## src/rtl/rf_access_seq.sv

```systemverilog
// Command-driven DUMP/FILL/COPY sequencer for the 32x32 three-port register file.
// Drives read port 1 (A1/RD1) and the write port (A3/WD3/WE3); read port 2 is untouched.
module rf_access_seq (
  input  logic        CLK,
  input  logic        RST_N,
  input  logic        CMD_VALID,
  output logic        CMD_READY,
  input  logic [1:0]  CMD_OP,
  input  logic [4:0]  CMD_FIRST,
  input  logic [4:0]  CMD_LAST,
  input  logic [31:0] CMD_DATA,
  input  logic        ABORT,
  output logic [4:0]  A1,
  input  logic [31:0] RD1,
  output logic [4:0]  A3,
  output logic [31:0] WD3,
  output logic        WE3,
  output logic        OUT_VALID,
  input  logic        OUT_READY,
  output logic [31:0] OUT_DATA,
  output logic [4:0]  OUT_ADDR,
  output logic        OUT_LAST,
  output logic        BUSY,
  output logic        DONE
);

  localparam int unsigned AW = 5;
  localparam int unsigned DW = 32;
  localparam int unsigned CW = 6;

  typedef enum logic [2:0] {
    S_IDLE = 3'd0,
    S_DUMP = 3'd1,
    S_FILL = 3'd2,
    S_COPY = 3'd3,
    S_FIN  = 3'd4
  } state_t;

  state_t          state;
  logic [AW-1:0]   ptr;
  logic [AW-1:0]   dst;
  logic [CW-1:0]   cnt;
  logic [DW-1:0]   fill_q;
  logic            out_valid_q;
  logic            out_last_q;
  logic [DW-1:0]   out_data_q;
  logic [AW-1:0]   out_addr_q;

  logic [AW-1:0]   span;
  logic            last_step;
  logic            dump_load;

  // 5-bit wrap of LAST-FIRST gives the modular range length minus one
  assign span      = CMD_LAST - CMD_FIRST;
  assign last_step = (cnt == CW'(1));
  assign dump_load = (!out_valid_q || OUT_READY) && (cnt != '0);

  always_ff @(posedge CLK or negedge RST_N) begin
    if (!RST_N) begin
      state       <= S_IDLE;
      ptr         <= '0;
      dst         <= '0;
      cnt         <= '0;
      fill_q      <= '0;
      out_valid_q <= 1'b0;
      out_last_q  <= 1'b0;
      out_data_q  <= '0;
      out_addr_q  <= '0;
    end else begin
      case (state)
        S_IDLE: begin
          if (CMD_VALID) begin
            ptr    <= CMD_FIRST;
            dst    <= CMD_DATA[AW-1:0];
            cnt    <= CW'(span) + CW'(1);
            fill_q <= CMD_DATA;
            case (CMD_OP)
              2'b00:   state <= S_DUMP;
              2'b01:   state <= S_FILL;
              2'b10:   state <= S_COPY;
              default: state <= S_FIN;
            endcase
          end
        end
        S_DUMP: begin
          if (ABORT) begin
            out_valid_q <= 1'b0;
            state       <= S_FIN;
          end else if (dump_load) begin
            out_valid_q <= 1'b1;
            out_data_q  <= RD1;
            out_addr_q  <= ptr;
            out_last_q  <= last_step;
            ptr         <= ptr + AW'(1);
            cnt         <= cnt - CW'(1);
          end else if (out_valid_q && OUT_READY) begin
            // only reachable once the final word has been handed over
            out_valid_q <= 1'b0;
            if (out_last_q) state <= S_FIN;
          end
        end
        S_FILL, S_COPY: begin
          ptr <= ptr + AW'(1);
          dst <= dst + AW'(1);
          cnt <= cnt - CW'(1);
          if (ABORT || last_step) state <= S_FIN;
        end
        S_FIN:   state <= S_IDLE;
        default: state <= S_IDLE;
      endcase
    end
  end

  assign CMD_READY = (state == S_IDLE);
  assign BUSY      = (state != S_IDLE);
  assign DONE      = (state == S_FIN);
  assign A1        = (state == S_DUMP || state == S_COPY) ? ptr : '0;
  assign OUT_VALID = out_valid_q;
  assign OUT_DATA  = out_data_q;
  assign OUT_ADDR  = out_addr_q;
  assign OUT_LAST  = out_last_q;

  // Write port: x0 cycles and the abort cycle still consume a slot but never write
  always_comb begin
    A3  = '0;
    WD3 = '0;
    WE3 = 1'b0;
    case (state)
      S_FILL: begin
        A3  = ptr;
        WD3 = fill_q;
        WE3 = (ptr != '0) && !ABORT;
      end
      S_COPY: begin
        A3  = dst;
        WD3 = RD1;
        WE3 = (dst != '0) && !ABORT;
      end
      default: ;
    endcase
  end

endmodule

```

## config.mk

```make
export PLATFORM = sky130hd
export DESIGN_NAME = rf_access_seq
export DESIGN_NICKNAME = d
export VERILOG_FILES = /design/src/rtl/rf_access_seq.sv
export SDC_FILE = /design/constraint.sdc
export NUM_CORES = 1
export LEC_CHECK = 0
export ABC_AREA = 1
export BUFFER_PORTS_ARGS = -buffer_cell sky130_fd_sc_hd__buf_2
export CAP_MARGIN = 40
export CORE_MARGIN = 1
export CORE_UTILIZATION = 50
export CTS_CLUSTER_SIZE = 30
export DETAILED_ROUTE_END_ITERATION = 7
export HOLD_SLACK_MARGIN = 0.12
export PLACE_DENSITY = 0.86
export REMOVE_ABC_BUFFERS = 1
export SYNTH_ARGS = -nofsm -noshare
export SYNTH_HDL_FRONTEND = slang
export SYNTH_SLANG_ARGS = --single-unit
export TNS_END_PERCENT = 5
```

## constraint.sdc

```tcl
create_clock -name CLK -period 1.9 [get_ports CLK]
set_clock_uncertainty 0.2 [all_clocks]
set_input_delay 0.285 -clock CLK [delete_from_list [all_inputs] [get_ports CLK]]
set_output_delay 0.285 -clock CLK [all_outputs]
set_load 0.03 [all_outputs]
```

; ---- After elaboration in Yosys (flattened, before gate mapping)
; Index checks and enable logic that the tools add are counted.
[word_totals]
ff_bits = 90
[op_classes]
reduce_logical = 25
addsub = 5
bitwise = 1
eq_ne = 14
mux = 25
[op_table]
columns = cell, n
row1 = $pmux 32 s2, 1
row2 = $mux 5, 5
row3 = $pmux 5 s2, 2
row4 = $mux 3, 6
row5 = $mux 6, 3
row6 = $pmux 3 s3, 2
row7 = $pmux 6 s3, 1
row8 = $pmux 5 s3, 1
row9 = $add 5x1->5 const B, 2
row10 = $reduce_bool 5->1, 2
row11 = $ne 3x3->1 const B, 3
row12 = $reduce_bool 3->1, 3
row13 = $ne 2x2->1 const B, 4
row14 = $add 5x1->6 const B, 1
row15 = $eq 3x2->1 const B, 2
row16 = $eq 6x1->1 const B, 1
row17 = $reduce_and 2->1, 3
row18 = $reduce_bool 6->1, 1
row19 = $sub 6x1->6 const B, 1
row20 = $reduce_and 5->1, 1
row21 = $sub 5x5->5, 1
row22 = $logic_and 1x1->1, 4
row23 = $reduce_and 4->1, 1
row24 = $eq 3x1->1 const B, 1
row25 = other kinds (13), 18

; ---- Longest topological paths before layout
[depth]
ltp_word = 6
depth_mapped = 14

; ---- Worst setup path after synthesis
; OpenSTA, ideal clock, no wires.
[synth_path]
kind = reg2out
startpoint = reg state[2]
endpoint = out WE3
path_stages_with_launch = 7
path_buffers = 2
arrival_time_ps = 1865
required_ps = 1415
path_slack_ps = -450
cell_sequence = dfrtp_1 -> buf_2 -> nor2_4 -> nand2_1 -> buf_2 -> nor3_1 -> nor4_1
[synth_between]
elab_chain_cells = 2
word_cells_on_any_way = 3
[synth_rtl]
columns = item, line
row1 = start: declaration, 39  ; state_t state;
row2 = start signal: assignment, 60  ; state <= S_IDLE;
row3 = start signal: assignment, 78  ; 2'b00: state <= S_DUMP;
row4 = start signal: assignment, 79  ; 2'b01: state <= S_FILL;
row5 = $eq 3x2->1, 128  ; case (state)
row6 = $pmux 1 s2 *, 128
row7 = end: declaration, 17  ; output logic WE3,
; Every way passes the cells marked *; elsewhere a longest branch is shown, timed or not.

; ---- Worst setup path after layout
[layout_path]
startpoint = reg dst[1]
endpoint = out WE3
[layout_between]
elab_chain_cells = 3
[layout_rtl]
columns = item, line
row1 = start: declaration, 41  ; logic [AW-1:0] dst;
row2 = start signal: assignment, 74  ; dst <= CMD_DATA[AW-1:0];
row3 = start signal: assignment, 104  ; dst <= dst + AW'(1);
row4 = $reduce_bool 5->1, 137  ; WE3 = (dst != '0) && !ABORT;
row5 = $logic_and 1x1->1, 137
row6 = $pmux 1 s2, 128
; No other way between the ends.

==> summary.txt <==
Logic synthesis
  – Synth area leaders: dfrtp_1, nand2_1, inv_1
  – Share of synthesized registers carrying an async set or reset: 1.00
  – Top_reg_cell synth: dfrtp_1
  – Gate Count Post-Synth: 610
  – Post-synthesis sequential area ratio: 0.472
  – Seq cells post-synth: 90
  – Biggest area consumer among synthesized cells: dfrtp_1
  – Syn Area/Cell: 7.83 um^2
  – Leading cell types by count after synthesis: nand2_1, dfrtp_1, inv_1
  – Synth Cell Area: 4770 um^2
  – Top cell type's share of synthesized area: 0.472
  – YS warnings: 0
  – Top-count cell post-synth: nand2_1
  – EDFF count, synth: 0
  – Synth unique cells: 32

Cells and area
  – Multi-input gate area: 2170 um^2
  – # fillers: 567
  – Area Growth Syn to Fin: 48.6%
  – Share of cells above drive strength 1: 0.290
  – Inserted Diodes: 0
  – Post-Layout Cell Count: 996
  – Register area: 2250 um^2
  – Nets@finish: 959

Floorplanning
  – Die area: 9940 um^2
  – Width of the die: 99.7 um
  – Starting density of the core: 0.517
  – Rows: 35
  – Die Ht: 99.7 um
  – Core ar.: 9240 um^2
  – Ports: 166

Clock tree
  – TritonCTS sink count: 90
  – CTS tree: built
  – Clock transition at path regs: 0.10 ns
  – Total clock buffers created by CTS: 9
  – Worst-Skew Late Latency: 0.35 ns
  – Htree depth: 3
  – Root buf cell: clkbuf_8
  – Max clock buf depth: 2

Global route
  – Vias in the first global route: 5403
  – First-pass GRT wire length: 24600 um
  – Pin count of the biggest net entering global routing: 41
  – Initial antenna violation count: 0
  – Total grt overflow: 0
  – GRT Util Overall: 0.316

Drt
  – Routed via count: 5353
  – Top sig layer: met4
  – DR WL met3: 1010 um
  – Starting DRT DRC Count: 393
  – Remaining DRCs: 0
  – Initial DRT Pass Iterations: 5
  – M1 WL: 5850 um
  – Avg WL per Cell: 16.1 um
  – Routed wl met2: 8410 um
  – Post-route ant nets: 0
  – Vias per cell: 5.37
  – Total Wirelength: 16100 um

STA
  – Post-route setup slack: -0.277 ns
  – Peak Freq: 459 MHz
  – Final setup fails: 50
  – Worst-margin pin slew: 0.525 ns
  – Min Tclk post-route: 2.18 ns
  – Rel. slew slack: 0.650
  – Final Max Slew Viols: 0
  – Fin crit share: 1.15
  – RSZ-0062 raised after global routing: yes
  – Final Hold Violating Endpoints: 0
  – Setup TNS: -8.38 ns

Setup path
  – Worst Path Required: 1.41 ns
  – Crit Path Class: reg -> out
  – WP data arrival: 1.69 ns
  – Critical path capture point type: primary output
  – Crit path max fanout: 3
  – Worst setup SP type: flip-flop

Run status
  – Violated checks: negative setup slack
  – Outcome: complete, but fails checks

Placed design
  – Final Wtd Congestion: 0.916
  – Dpl cells: 903
  – Dpl hpwl: 9380 um
  – IO Port Bufs: 165

Job
  – MaxCap Viol Count: 0

Power
  – Lkg Pwr: 0.00383 uW
  – PD cells: 1480 nW/um^2
  – Maximum VDD drop: 0.991 mV

Min path
  – Hold crit path type: in -> reg
layer usage:
| metal | vias up | global-route usage |
|---|---|---|
| met5 | - | 0 |
| met4 | 0 | 0.198 |
| met2 | 304 | 0.556 |
| met1 | 2505 | 0.355 |
| met3 | 81 | 0.0534 |
| li1 | 2463 | - |
area by class of cell:
class                           instances  share of cell area
Sequential cell                        90               0.318
Multi-Input combinational cell        414               0.306
Timing Repair Buffer                  268               0.286
Inverter                               79              0.0432
Tap cell                              129              0.0227
Clock buffer                           10              0.0180
Clock inverter                          6             0.00705
power breakdown:
part           switching (uW)  total, uW  internal (uW)
clock network             724       1210            490
registers                 592       3410           2810
logic                    3820       5910           2090
cell families after synthesis:
| kind of cell | synth area share |
|---|---|
| AO/OA/AOI/OAI | 0.128 |
| XOR/XNOR | 0.0147 |
| buffers and inverters | 0.0964 |
| flip-flops | 0.472 |
| AND/OR/NAND/NOR | 0.244 |
| multiplexers | 0.00210 |
| adder cells (fa/ha/maj) | 0.0435 |
through the flow:
stage           util  total power [uW]  hold slack, ns  setup slack (ns)  cell area, um^2
2_1_floorplan      -              6710          -0.211             -1.00             4610
3_3_place_gp   0.635              8270          0.0825            -0.208             5870
3_5_place_dp   0.635              8460          0.0925            -0.306             5870
4_1_cts        0.753             10100           0.124            -0.243             6960
5_1_grt        0.768             11200           0.173            -0.376             7100
6_report       0.768             10500           0.148            -0.277             7100
state kept, by name, summed over array words and instances, names as in the netlist, 3 cells and up:
signal and count:
ptr 5, OUT_DATA 32, cnt 6, state 3, dst 5, OUT_ADDR 5
fill_q 32
worst max-delay path: stages, from the launching register on:
cell	delay [ns]
dfrtp_1	0.41
inv_1	0.13
ha_1	0.19
nand3_1	0.12
nor3_2	0.26
nor4_4	0.08
buf_6	0.14
timing repair:
item                                    4_1_cts  5_1_grt
buffers inserted                              6        3
resized for setup                            66       52
hold endpoints to repair                    131        0
endpoints found under the setup margin       46      111
pin swaps                                     4        4
hold buffers                                 68        0
cell usage in the layout (no fill, tap or decap), types with 5 or more instances in the layout:
cell,instances
xor2_1,8
nand3_1,52
o22ai_1,5
inv_1,73
nand2_1,184
dlygate4sd3_1,68
buf_6,16
clkbuf_8,9
ha_1,15
o21ai_1,54
o21ai_2,10
o21ai_0,32
buf_4,58
nor2_1,18
buf_12,6
buf_2,119
dfrtp_1,89
a21oi_1,8
worst paths after layout:
check	startpoint	to	slack, ns	cells after the start
max	dst[1]$_DFFE_PN0P_	WE3	-0.28	6
min	OUT_READY	OUT_VALID$_DFFE_PN0P_	0.15	4
max reg2reg	state[1]$_DFFE_PN0P_	fill_q[16]$_DFFE_PN0P_	-0.03	10
min reg2reg	fill_q[24]$_DFFE_PN0P_	fill_q[24]$_DFFE_PN0P_	0.29	2
max in group asynchronous	RST_N	state[0]$_DFFE_PN0P_	0.59	3
min in group asynchronous	RST_N	OUT_DATA[27]$_DFFE_PN0P_	0.29	2
No activity file was read; power rests on OpenSTA's default activity.
